## src/rtl/count_event_logger.sv

```systemverilog
// Monitors a small up/down counter and queues timestamped records of wraps,
// non-unit jumps and direction changes in a FIFO drained over valid/ready.
module count_event_logger #(
  parameter int unsigned WIDTH    = 4,
  parameter int unsigned TS_WIDTH = 16,
  parameter int unsigned DEPTH    = 8
) (
  input  logic                    clk,
  input  logic                    rstn,
  input  logic [WIDTH-1:0]        cnt_in,
  input  logic                    sel,
  input  logic                    evt_ready,
  input  logic                    clr_ovf,
  output logic                    evt_valid,
  output logic [2:0]              evt_code,
  output logic [WIDTH-1:0]        evt_count,
  output logic [TS_WIDTH-1:0]     evt_time,
  output logic [$clog2(DEPTH):0]  fifo_level,
  output logic                    overflow
);

  localparam int unsigned AW = $clog2(DEPTH);
  localparam int unsigned LW = AW + 1;
  localparam logic [LW-1:0] FULL = LW'(DEPTH);

  typedef enum logic {PRIME, RUN} state_e;
  typedef enum logic [2:0] {
    EV_NONE    = 3'd0,
    EV_WRAP_UP = 3'd1,
    EV_WRAP_DN = 3'd2,
    EV_JUMP    = 3'd3,
    EV_SEL_CHG = 3'd4
  } evt_e;

  state_e              state_q;
  logic [TS_WIDTH-1:0] ts_q;
  logic [WIDTH-1:0]    prev_cnt_q;
  logic                prev_sel_q;
  logic [AW-1:0]       wr_ptr_q, rd_ptr_q;
  logic [LW-1:0]       level_q, level_d;
  logic                ovf_q, ovf_d;

  logic [2:0]          code_mem [DEPTH];
  logic [WIDTH-1:0]    cnt_mem  [DEPTH];
  logic [TS_WIDTH-1:0] ts_mem   [DEPTH];

  logic [WIDTH-1:0]    cnt_inc, cnt_dec;
  evt_e                ev_code;
  logic                ev_hit, pop, push, drop;

  always_comb begin
    cnt_inc = prev_cnt_q + 1'b1;
    cnt_dec = prev_cnt_q - 1'b1;
    ev_code = EV_NONE;
    // Priority order: jump, wrap up, wrap down, direction change.
    if (state_q == RUN) begin
      if (cnt_in != prev_cnt_q && cnt_in != cnt_inc && cnt_in != cnt_dec)
        ev_code = EV_JUMP;
      else if (prev_cnt_q == '1 && cnt_in == '0)
        ev_code = EV_WRAP_UP;
      else if (prev_cnt_q == '0 && cnt_in == '1)
        ev_code = EV_WRAP_DN;
      else if (sel != prev_sel_q)
        ev_code = EV_SEL_CHG;
    end
    ev_hit = (ev_code != EV_NONE);
    pop    = (level_q != '0) && evt_ready;
    push   = ev_hit && ((level_q != FULL) || pop);
    drop   = ev_hit && (level_q == FULL) && !pop;

    level_d = level_q;
    if (push && !pop)
      level_d = level_q + 1'b1;
    else if (pop && !push)
      level_d = level_q - 1'b1;

    ovf_d = ovf_q;
    if (drop)
      ovf_d = 1'b1;
    else if (clr_ovf)
      ovf_d = 1'b0;
  end

  always_ff @(posedge clk or negedge rstn) begin
    if (!rstn) begin
      state_q    <= PRIME;
      ts_q       <= '0;
      prev_cnt_q <= '0;
      prev_sel_q <= 1'b0;
      wr_ptr_q   <= '0;
      rd_ptr_q   <= '0;
      level_q    <= '0;
      ovf_q      <= 1'b0;
    end else begin
      state_q    <= RUN;
      ts_q       <= ts_q + 1'b1;
      prev_cnt_q <= cnt_in;
      prev_sel_q <= sel;
      level_q    <= level_d;
      ovf_q      <= ovf_d;
      if (push)
        wr_ptr_q <= wr_ptr_q + 1'b1;
      if (pop)
        rd_ptr_q <= rd_ptr_q + 1'b1;
    end
  end

  // Storage needs no reset: outputs are masked by the level while empty.
  always_ff @(posedge clk) begin
    if (push) begin
      code_mem[wr_ptr_q] <= ev_code;
      cnt_mem[wr_ptr_q]  <= cnt_in;
      ts_mem[wr_ptr_q]   <= ts_q;
    end
  end

  assign evt_valid  = (level_q != '0);
  assign evt_code   = evt_valid ? code_mem[rd_ptr_q] : '0;
  assign evt_count  = evt_valid ? cnt_mem[rd_ptr_q]  : '0;
  assign evt_time   = evt_valid ? ts_mem[rd_ptr_q]   : '0;
  assign fifo_level = level_q;
  assign overflow   = ovf_q;

endmodule
```

## config.mk

```make
export PLATFORM = sky130hd
export DESIGN_NAME = count_event_logger
export DESIGN_NICKNAME = d
export VERILOG_FILES = /design/src/rtl/count_event_logger.sv
export SDC_FILE = /design/constraint.sdc
export NUM_CORES = 1
export LEC_CHECK = 0
export CAP_MARGIN = 20
export CORE_UTILIZATION = 35
export DETAILED_ROUTE_END_ITERATION = 8
export DONT_BUFFER_PORTS = 1
export PLACE_DENSITY = 0.53
export SLEW_MARGIN = 10
export SYNTH_ARGS = -nofsm -noshare
export SYNTH_HDL_FRONTEND = slang
export SYNTH_SLANG_ARGS = --single-unit
```

## constraint.sdc

```tcl
create_clock -name clk -period 4.8 [get_ports clk]
set_input_delay 0.96 -clock clk [delete_from_list [all_inputs] [get_ports clk]]
set_output_delay 0.96 -clock clk [all_outputs]
set_load 0.02 [all_outputs]
```

After elaboration in Yosys (flattened, before gate mapping)
Memories as Yosys holds them, arrays and structs flattened.
Cells that the tools add are included.
Word-level totals
  register bits: 33
  latch bits: 0
  memory bits (writable): 184
  memory bits (read-only): 0
  input port bits: 9
  output and inout bits: 29
  logic and storage cells: 59
  memories: 3
Operators by class
  add/subtract/negate cells: 7
  multiply operators: 0
  divide/modulo/power cells: 0
  order comparisons: 0
  eq/ne operators: 8
  shift operators: 0
  muxes and demuxes: 14
  bitwise gates (word level): 0
  reduce and logical (&&, ||, !) cells: 19
Memory list
  ts_mem: depth 8, width 16, read ports 1, clocked after memory_dff 0, write ports 1, line 45  | logic [TS_WIDTH-1:0] ts_mem [DEPTH];
  cnt_mem: depth 8, width 4, read ports 1, clocked after memory_dff 0, write ports 1, line 44  | logic [WIDTH-1:0] cnt_mem [DEPTH];
  code_mem: depth 8, width 3, read ports 1, clocked after memory_dff 0, write ports 1, line 43  | logic [2:0] code_mem [DEPTH];
Operator list (number)
  2-to-1 mux 3 bit: 6
  adder 16 x 1 -> 16 bit (second input constant): 1
  2-to-1 mux 16 bit: 1
  equality test 4 bit (second input constant): 3
  2-to-1 mux 4 bit: 3
  != test 4 bit: 3
  logical AND 1 bit: 10
  adder 4 x 1 -> 4 bit (second input constant): 2
  logical NOT 4 bit: 2
  subtractor 4 x 1 -> 4 bit (second input constant): 2
  adder 3 x 1 -> 3 bit (second input constant): 2
  2-to-1 mux 1 bit: 4
  != test 4 bit (second input constant): 1
  nonzero test 2 bit: 2
  nonzero test 4 bit: 1
  nonzero test 3 bit: 1
  logical NOT 1 bit: 2
  logical OR 1 bit: 1
  != test 1 bit: 1

Logic depth before layout (Yosys ltp)
  word-level depth: 12
  depth in mapped cells: 16
  gate-level depth less buffers: 16

Worst setup path before layout
No wires, ideal clock.
  kind: input to register
  start: input port cnt_in[3]
  end: memory cnt_mem[0][0], enable pin
  library setup time: 0.461 ns
  arrival: 4.027 ns
  data required time: 4.339 ns
  slack: 0.311 ns
  cell stages on the path: 6
  path buffers: 0
  path through: xnor2_2 -> xor2_1 -> nor4b_2 -> o21ai_2 -> nand2_4 -> nor4_1
Between the ends
  word-level cells in the longest chain between the ends: 10
  elaborated cells between the ends (all ways): 17
  those cells by class: 4 x eq/ne; 6 x mux; 7 x reduce/logical
Ends and longest elaborated chain
  from (decl): line 10  | input logic [WIDTH-1:0] cnt_in,
  equality test 4 bit: line 61  | else if (prev_cnt_q == '0 && cnt_in == '1)
  logical AND 1 bit: line 61
  2-to-1 mux 3 bit: line 61
  2-to-1 mux 3 bit: line 59  | else if (prev_cnt_q == '1 && cnt_in == '0)
  2-to-1 mux 3 bit (*): line 57  | if (cnt_in != prev_cnt_q && cnt_in != cnt_inc && cnt_in != cnt_dec)
  2-to-1 mux 3 bit (*): line 56  | if (state_q == RUN) begin
  nonzero test 3 bit (*): line 66  | ev_hit = (ev_code != EV_NONE);
  logical AND 1 bit (*): line 68  | push = ev_hit && ((level_q != FULL) || pop);
  2-to-1 mux 1 bit (*): line 110  | if (push) begin
  2-to-1 mux 1 bit (not written as such) (*): line 112  | cnt_mem[wr_ptr_q] <= cnt_in;
  to (decl): line 44
Mark *: on every way between the ends. The rest lies on a longest branch, timed or not.

Worst setup path in the final report
  start: register rd_ptr_q[0]
  end: output port evt_code[1]
Between the ends
  word-level cells in the longest chain between the ends: 2
Ends and longest elaborated chain
  from (decl): line 39  | logic [AW-1:0] wr_ptr_q, rd_ptr_q;
  from (signal assigned): line 104  | rd_ptr_q <= rd_ptr_q + 1'b1;
  memory (8 x 3 bit)
  2-to-1 mux 3 bit: line 118  | assign evt_code = evt_valid ? code_mem[rd_ptr_q] : '0;
  to (decl): line 15  | output logic [2:0] evt_code,
Every way passes these cells.

==> flow_summary_export.csv <==
group,metric,value,unit
status,status,"finished, final reports clean",
sta,finalWorstSetupSlack,1.08,ns
sta,rsz0062_at_grt,"false",
die,die_x,159,um
synth,syn_inst,446,
sta,max_slew.worst_pin.slew,0.919,ns
detailed_routing,drt_pass1_iterations,4,
sta,fin_skew,0.0213,ns
die,fp.dieH,159,um
setup_path,crit_arrival,2.76,ns
detailed_routing,avgRoutedWirePerCell,21.0,um
sta,hold_violations,0,
detailed_routing,ant_nets,0,
grt,grt_pass1_vias,4376,
layout,regArea,6350,um2
sta,min_period_over_period,77.5,%
sta,setup_tns,0,ns
synth,synthTopCellsByArea,"edfxtp_1 64%, mux4_2 12%, dfrtp_1 9.6%, mux2i_1 2.7%, xnor2_1 2.3%",
synth,synth_common_cells,"184 x edfxtp_1, 46 x mux4_2, 35 x nor2_1, 33 x dfrtp_1",
setup_path,path_max_fanout,30,
power,max-vdd-ir-drop,0.000390,V
cts,cts.hold.buffers_added,0,
die,fp.coreArea,24200,um2
power,power_frac_seq,44.7,%
die,initial_core_util,35.7,%
setup_path,path_class,"register to output port",
power,p_leak,3.28,nW
cts,post-cts-setup-buffers,0,
grt,grt_use_total,14.0,%
placement,hpwl,9.91,mm
power,p_clk_share,28.3,%
setup_path,endpoint_kind,"output port",
sta,fin_hold_ws,0.138,ns
grt,antenna_found_initial,0,
synth,postSynth.asyncResetShare,15.2,%
power,switchingPower,0.00187,W
cts,clock-root-buffer,"clkbuf_16",
synth,yosysTopAreaCell,"edfxtp_1",
detailed_routing,drt-initial-drc-count,227,
cts,ctsLongestPathBuffers,3,
die,die_area,25300,um2
layout,insertedDiodeCount,0,
cts,htreeDepth,1,
cts,cts-buffers-inserted,24,
layout,multi_input_area,2240,um2
detailed_routing,viasPerCell,4.91,
detailed_routing,via_count,3990,
synth,synth_most_common_cell,"edfxtp_1",
power,p_per_area,586,nW/um2
hold_path,hp-class,"input port to asynchronous set/reset pin",
layout,drive_gt1_share,23.6,%
synth,synth.avg_cell_area,19.4,um2
sta,period_minus_slack,3.72,ns
setup_path,crit_required,3.84,ns
cts,cts.sinks,217,
grt,grt_pass1_wl,26.5,mm
synth,seq_area_frac_synth,73.5,%
power,p_int,0.00392,W
placement,pre_cts_ws,1.38,ns
synth,synth_ff_type,"edfxtp_1",
cts,cts_resized,0,
layout,nets,488,
cts,cts_tree,"yes",
power,power_frac_comb,27.0,%
synth,ys_ff_latch,217,
grt,grt_max_degree,34,
power,swShare,32.3,%
die,rows,57,
sta,drv_slew,0,
placement,place_congestion,0.688,
synth,ys_warn_count,0,
run,cap_violations,0,
synth,synthesis.area,8650,um2
sta,setup_violations,0,
synth,synth_edf_count,184,
cts,path_clk_slew,0.06,ns
die,ioPinCount,38,
detailed_routing,routed_wl,17.1,mm
layout,area_growth,14.4,%
grt,overflow,0,
synth,ys_types,40,
detailed_routing,drc,0,
sta,max_slew_margin,38.4,%
setup_path,startpoint_type,"register",
synth,synth_fp_nets,464,
sta,fmax,0.269,GHz
placement,portBuffers,0,
layout,fill_cells,2177,
cts,clk_latency,0.52,ns
synth,synth_top_area_share,63.9,%
per-stage QoR:
step / total power, W / cell area, um2 / instances / utilization (%)
floorplan: 0.00378 / 8650 / 446 / -
global placement: 0.00423 / 9180 / 768 / 37.9
detailed placement: 0.00426 / 9180 / 768 / 37.9
CTS: 0.00591 / 9890 / 812 / 40.8
global route: 0.00609 / 9890 / 812 / 40.8
finish: 0.00579 / 9890 / 812 / 40.8
power by group through the flow:
stage	sequential, W	clock, W	combinational, W
2_1_floorplan	0.00247	0	0.00131
3_3_place_gp	0.00263	0	0.00160
3_5_place_dp	0.00264	0	0.00162
4_1_cts	0.00261	0.00169	0.00162
5_1_grt	0.00264	0.00175	0.00170
6_report	0.00259	0.00164	0.00156
sequential cells by signal, summed over array words and instances, names as in the netlist:
signal and cells:
wr_ptr_q 3, rd_ptr_q 3, prev_cnt_q 4, cnt_mem 32, overflow 1, code_mem 24, fifo_level 4, prev_sel_q 1
ts_mem 128, state_q 1, ts_q 16
final timing paths:
kind | slack [ns] | from | end | cells after the start
worst max-delay path | 1.08 | rd_ptr_q[0] | evt_code[1] | 4
worst min-delay path | 0.14 | rstn | fifo_level[2] | 0
worst max register to register | 1.67 | prev_cnt_q[0] | fifo_level[3] | 16
worst min register to register | 0.61 | state_q | overflow | 2
max in group asynchronous | 4.57 | rstn | rd_ptr_q[0] | 0
min in group clk | 0.48 | sel | prev_sel_q | 0
layout by cell type, fill, tap and decap left out, drive strengths merged, types with 8 or more instances in the layout:
master / count
clkbuf: 32
dfrtp: 33
clkinv: 11
nand2: 9
mux4: 46
xnor2: 25
inv: 10
buf: 13
edfxtp: 184
ha: 8
mux2i: 23
nand3: 11
nor2: 35
metal layers:
metal | track usage [%] | vias to the layer above | part of all wire, % | wire [um]
li1 | - | 1798 | - | -
met1 | 18.2 | 2099 | 44 | 7460
met2 | 23.9 | 64 | 51 | 8630
met3 | 2.60 | 29 | 3.2 | 544
met4 | 3.93 | 0 | 2.5 | 424
met5 | 0 | - | 0 | 0
layout make-up:
class | instances | share of cell area, %
Clock buffer | 32 | 6.48
Tap cell | 324 | 4.10
Sequential cell | 217 | 64.2
Clock inverter | 12 | 0.708
Timing Repair Buffer | 13 | 1.49
Multi-Input combinational cell | 204 | 22.6
Inverter | 10 | 0.379
kinds of logic (layout without fill, tap and decap cells):
kind of cell	after synthesis	count (layout)	synth area share, %
AO/OA/AOI/OAI	8	8	0.651
XOR/XNOR	32	32	3.42
adder cells (fa/ha/maj)	9	9	1.39
buffers and inverters	25	67	1.16
flip-flops	217	217	73.5
multiplexers	72	72	15.1
other	1	1	0.0434
AND/OR/NAND/NOR	82	82	4.80
worst max-delay path, stage by stage (launching register included):
cell	delay, ns
dfrtp_2	0.80
buf_12	0.35
mux4_2	0.54
mux2i_1	0.33
nor2_1	0.19
Power figures use the tool's default switching activity.
